<file path="src/rtl/ct_unpack.sv">
`default_nettype none
// ============================================================================
// Module      : ct_unpack
// Description : Receives a masked ciphertext as a stream of 32-bit words,
//               removes the SHA3 mask and packs the words into W-bit entries
//               written to a single-port ciphertext memory.
// Revision    : 1.0 - initial release
// ============================================================================
module ct_unpack #(
    parameter int M     = 8,
    parameter int DIGIT = 8,
    parameter int N     = 20,
    localparam int c_w  = M * DIGIT,
    localparam int c_d  = (N + DIGIT - 1) / DIGIT,
    localparam int c_k  = (c_w + 31) / 32,
    localparam int c_aw = (c_d > 1) ? $clog2(c_d) : 1,
    localparam int c_kw = (c_k > 1) ? $clog2(c_k) : 1
) (
    input  logic              clk,
    input  logic              rst_b,
    input  logic              start,
    input  logic [511:0]      mask_in,
    input  logic [31:0]       din,
    input  logic              din_valid,
    output logic              din_ready,
    output logic              ct_we,
    output logic [c_aw-1:0]   ct_addr,
    output logic [c_w-1:0]    ct_dout,
    output logic              busy,
    output logic              done
);

    typedef enum logic [1:0] {
        S_IDLE  = 2'd0,
        S_RECV  = 2'd1,
        S_WRITE = 2'd2,
        S_DONE  = 2'd3
    } state_t;

    localparam logic [c_kw-1:0] c_last_word  = c_kw'(c_k - 1);
    localparam logic [c_aw-1:0] c_last_entry = c_aw'(c_d - 1);

    state_t               r_state;
    state_t               w_state_nxt;
    logic [511:0]         r_mask;
    logic [c_w-1:0]       r_buf;
    logic [c_kw-1:0]      r_word;
    logic [c_aw-1:0]      r_entry;
    logic [3:0]           r_stream;   // only the low 4 bits select a mask word

    logic [31:0]          w_mask_word;
    logic [c_k*32-1:0]    w_wide;
    logic                 w_accept;

    assign w_accept    = (r_state == S_RECV) && din_valid;
    assign w_mask_word = r_mask[{r_stream, 5'b0} +: 32];

    // Merge the unmasked word into its lane; lanes above W are dropped on truncation
    always_comb begin
        w_wide = '0;
        w_wide[c_w-1:0] = r_buf;
        w_wide[{r_word, 5'b0} +: 32] = din ^ w_mask_word;
    end

    // State register
    always_ff @(posedge clk) begin
        if (rst_b) begin
            r_state <= S_IDLE;
        end else begin
            r_state <= w_state_nxt;
        end
    end

    // Next-state and outputs; everything is forced low while reset is held
    always_comb begin
        w_state_nxt = r_state;
        din_ready   = 1'b0;
        ct_we       = 1'b0;
        ct_addr     = '0;
        ct_dout     = '0;
        busy        = 1'b1;
        done        = 1'b0;
        case (r_state)
            S_IDLE: begin
                busy = 1'b0;
                if (start) w_state_nxt = S_RECV;
            end
            S_RECV: begin
                din_ready = 1'b1;
                if (din_valid && (r_word == c_last_word)) w_state_nxt = S_WRITE;
            end
            S_WRITE: begin
                ct_we   = 1'b1;
                ct_addr = r_entry;
                ct_dout = r_buf;
                w_state_nxt = (r_entry == c_last_entry) ? S_DONE : S_RECV;
            end
            S_DONE: begin
                done        = 1'b1;
                w_state_nxt = S_IDLE;
            end
            default: w_state_nxt = S_IDLE;
        endcase
        if (rst_b) begin
            din_ready = 1'b0;
            ct_we     = 1'b0;
            ct_addr   = '0;
            ct_dout   = '0;
            busy      = 1'b0;
            done      = 1'b0;
        end
    end

    // Mask latch, buffer packing and the word/entry/stream counters
    always_ff @(posedge clk) begin
        if (rst_b) begin
            r_mask   <= '0;
            r_buf    <= '0;
            r_word   <= '0;
            r_entry  <= '0;
            r_stream <= '0;
        end else begin
            case (r_state)
                S_IDLE: begin
                    if (start) begin
                        r_mask   <= mask_in;
                        r_buf    <= '0;
                        r_word   <= '0;
                        r_entry  <= '0;
                        r_stream <= '0;
                    end
                end
                S_RECV: begin
                    if (w_accept) begin
                        r_buf    <= w_wide[c_w-1:0];
                        r_word   <= r_word + c_kw'(1);
                        r_stream <= r_stream + 4'd1;
                    end
                end
                S_WRITE: begin
                    if (r_entry != c_last_entry) begin
                        r_entry <= r_entry + c_aw'(1);
                        r_buf   <= '0;
                        r_word  <= '0;
                    end
                end
                default: ;
            endcase
        end
    end

endmodule
`default_nettype wire

</file>
<file path="config.mk">
export PLATFORM = sky130hd
export DESIGN_NAME = ct_unpack
export DESIGN_NICKNAME = d
export VERILOG_FILES = /design/src/rtl/ct_unpack.sv
export SDC_FILE = /design/constraint.sdc
export NUM_CORES = 1
export LEC_CHECK = 0
export BUFFER_PORTS_ARGS = -buffer_cell sky130_fd_sc_hd__buf_4
export CAP_MARGIN = 20
export CORE_AREA = 4 4 239 241
export DETAILED_ROUTE_END_ITERATION = 10
export DIE_AREA = 0 0 243 245
export PLACE_DENSITY_LB_ADDON = 0.08
export SETUP_SLACK_MARGIN = 0.4
export SYNTH_ARGS = -nofsm -noshare
export SYNTH_HDL_FRONTEND = slang
export SYNTH_SLANG_ARGS = --single-unit
</file>
<file path="constraint.sdc">
create_clock -name clk -period 3.6 [get_ports clk]
set_clock_uncertainty 0.2 [all_clocks]
set_input_delay 0.36 -clock clk [delete_from_list [all_inputs] [get_ports clk]]
set_output_delay 0.36 -clock clk [all_outputs]
set_load 0.005 [all_outputs]
</file>
==> qor.yml <==
synth:
  ys_async_sr_fraction_pct: 0
  synth-seq-cells: 585
  syn_area_um2: 25100
  ys_seq_area_share_pct: 46.6
  syn_avg_cell_area_um2: 8.33
  ys_types: 38
  synth_flop_cell: "dfxtp_1"
  yosys_warnings: 0
  syn-num-nets: 3569
  synth_cells: 3019
  synth-edff-count: 0
setup_path:
  cp_slowest_cell: "dfxtp_1"
  path_max_fanout: 50
  timing.rr.end: "r_buf[17]$_SDFFE_PP0P_"
  critPathLaunchType: "flip-flop"
  worst-endpoint-arrival_ns: 2.48
  worstPathRequired_ns: 3.04
  r2r_slack_ns: 0.69
  worstSetupEndpointType: "primary output"
  reg2regPathDepth: 6
  r2r-start: "r_stream[2]$_SDFFE_PP0P_"
  path_class: "flip-flop to primary output"
  critPathBufInv: 3
  cp_top_family: "simple AND/OR/NAND/NOR gates"
  path_cells: "inv_2 > nor3_2 > buf_6 > and2_1 > buf_4"
  slowest_delay_ns: 0.53
final_layout:
  final_cell_mix: "nand2_1, buf_4, dfxtp_1, dlygate4sd3_1, a21oi_1"
  drive_above_1_share_pct: 19.8
  fin_area_um2: 37500
  layout_commonest_cell: "nand2_1"
  n_fill_cell: 4150
  multi_input_area_um2: 12400
  seq_area_um2: 11700
  syn_to_final_growth_pct: 49.3
  nets: 4584
timing:
  worst_pin_slew_ns: 0.908
  fmax_mhz: 329
  slew_viol_final: 0
  fin_tns_setup_ns: 0
  setup_slack_ns: 0.564
  setup_violations: 0
  rsz0062_at_grt: "no"
  fin_crit_sh_pct: 84.3
  report.final.hold_viol_count: 0
  finalCriticalPeriod_ns: 3.04
  slew_headroom_pct: 39.5
power:
  p_per_area_nw_per_um2: 423
  p_leak_uw: 0.0151
  vdd_ir_drop_max_uv: 371
routing:
  drc: 0
  drt_iter0_markers: 2414
  wl_per_cell_um: 23.2
  firstDrtPassIters: 6
  wl_um: 111000
  vias: 26467
  drt-vias-per-instance: 5.53
  drtAntennaViolNets: 0
outcome:
  status: "finished clean"
placed_design:
  place.gp.congestion: 0.907
  placed_cell_area_um2: 30100
  dpl.hpwl_um: 77700
  portBuffers: 617
  dp_slack_ns: 0.704
global_routing:
  antenna_found_initial: 4
  grt_use_total_pct: 35.6
  grt_pass1_wl_um: 163000
  grt_pass1_vias: 26642
  grt_overflow: 0
  grt_max_degree: 187
hold_path:
  hp-start: "din[30]"
  hold_end: "r_buf[62]$_SDFFE_PP0P_"
  hold_path_class: "input pin to flip-flop"
  min_path_cells: 3
die:
  coreArea_um2: 54900
  die-width_um: 243
  num_rows: 86
  io_pins: 618
  start_util_pct: 45.8
  die_area_um2: 59500
  chipHeight_um: 245
run:
  cap_violations: 0
cts:
  cts_sinks: 585
  root_buffer: "clkbuf_16"
  worstSkewPairLatency_ns: 0.63
  postCtsSetupRepairBufs: 0
  cts_max_path_buffers: 3
  htreeDepth: 2
  numCtsBuffers: 59
  clk_pin_slew_worst_paths_ns: 0.07
  cts_tree: "built"
through the flow:
| stage | util, % | power (uW) | std cells | hold slack (ns) |
|---|---|---|---|---|
| floorplan | - | 8200 | 3019 | 0.224 |
| CTS | 68.4 | 15900 | 4782 | 0.0202 |
| global route | 68.4 | 16400 | 4786 | 0.0734 |
| finish | 68.4 | 15900 | 4787 | 0.0646 |
| detailed placement | 54.9 | 9250 | 4132 | 0.242 |
| global placement | 54.9 | 9210 | 4132 | 0.239 |
tightest hold or removal path, stage by stage:
cell     delay, ns
buf_4         0.12
xor2_1        0.20
a221o_1       0.16
synth_stat cells, types with 2 or more instances:
| cell | instances | area share [%] |
|---|---|---|
| nor2_1 | 77 | 1.1 |
| inv_1 | 4 | 0.060 |
| a22oi_1 | 63 | 1.9 |
| nor3_1 | 8 | 0.16 |
| nand2b_1 | 4 | 0.10 |
| o21ai_0 | 3 | 0.060 |
| xnor2_1 | 31 | 1.1 |
| o221ai_1 | 2 | 0.070 |
| nand2_1 | 1067 | 16 |
| a22o_1 | 2 | 0.070 |
| mux2i_1 | 158 | 6.3 |
| buf_2 | 62 | 1.2 |
| ha_1 | 2 | 0.10 |
| mux4_1 | 18 | 1.9 |
| clkbuf_1 | 174 | 2.6 |
| a21oi_1 | 520 | 10 |
| nand3_1 | 3 | 0.060 |
| clkbuf_4 | 3 | 0.090 |
| buf_1 | 5 | 0.075 |
| or3_1 | 2 | 0.050 |
| mux4_2 | 46 | 4.1 |
| and2_1 | 67 | 1.7 |
| dfxtp_1 | 585 | 47 |
| nor2b_1 | 2 | 0.050 |
| xor2_1 | 34 | 1.2 |
| buf_12 | 4 | 0.32 |
| a221o_1 | 62 | 2.5 |
worst max path at each step:
stage                                        start                     end  slack (ns)  cells past startpoint
after global routing       r_state[1]$_SDFFE_PP0P_             ct_dout[56]        0.45                      5
after CTS                  r_state[1]$_SDFFE_PP0P_             ct_dout[56]        0.48                      5
after floorplan           r_stream[1]$_SDFFE_PP0P_  r_buf[25]$_SDFFE_PP0P_        1.41                      7
final                      r_state[1]$_SDFFE_PP0P_             ct_dout[56]        0.56                      5
after detailed placement  r_stream[1]$_SDFFE_PP0P_  r_buf[17]$_SDFFE_PP0P_        0.70                      6
after global placement    r_stream[1]$_SDFFE_PP0P_  r_buf[17]$_SDFFE_PP0P_        0.73                      6
power by group:
part	total (uW)	internal (uW)	switching, uW
Clock	6190	3590	2610
Sequential	7110	6850	257
Combinational	2560	1250	1310
sequential cells by signal, indices dropped and copies added, names as in the netlist:
| name | flops |
|---|---|
| r_state | 2 |
| r_stream | 4 |
| r_word | 1 |
| r_mask | 512 |
| r_entry | 2 |
| r_buf | 64 |
metal layers:
metal | part of all wire, % | vias up | GRT usage, %
li1 | - | 12208 | -
met3 | 6.8 | 327 | 5.91
met5 | 0 | - | 0
met4 | 7.2 | 0 | 22.2
met1 | 38 | 12643 | 41.8
met2 | 48 | 1289 | 61.0
kinds of logic after synthesis:
| kind of cell | share of synthesized area, % |
|---|---|
| muxes | 12.3 |
| and+or+nand+nor | 19.3 |
| xor gates and xnor gates | 2.26 |
| adders and majority gates | 0.0995 |
| DFF | 46.6 |
| buffers and inverters | 4.45 |
| AOI/OAI and AO/OA | 15.0 |
final cells by class:
cell class,count,area share (%)
flip-flops and latches,585,31.2
repair buffers,1204,28.3
well taps,704,2.35
diodes,5,0.0333
multi-input cells,2179,32.9
clock buffers,87,4.60
clock inverters,18,0.540
inverters,5,0.0500
timing repair:
| item | CTS | global route |
|---|---|---|
| hold buffers | 545 | 0 |
| endpoints found under the setup margin | 0 | 3 |
| resized for setup | 0 | 1 |
| endpoints found under the hold margin | 576 | 0 |
No activity file was read; power rests on OpenSTA's default activity.
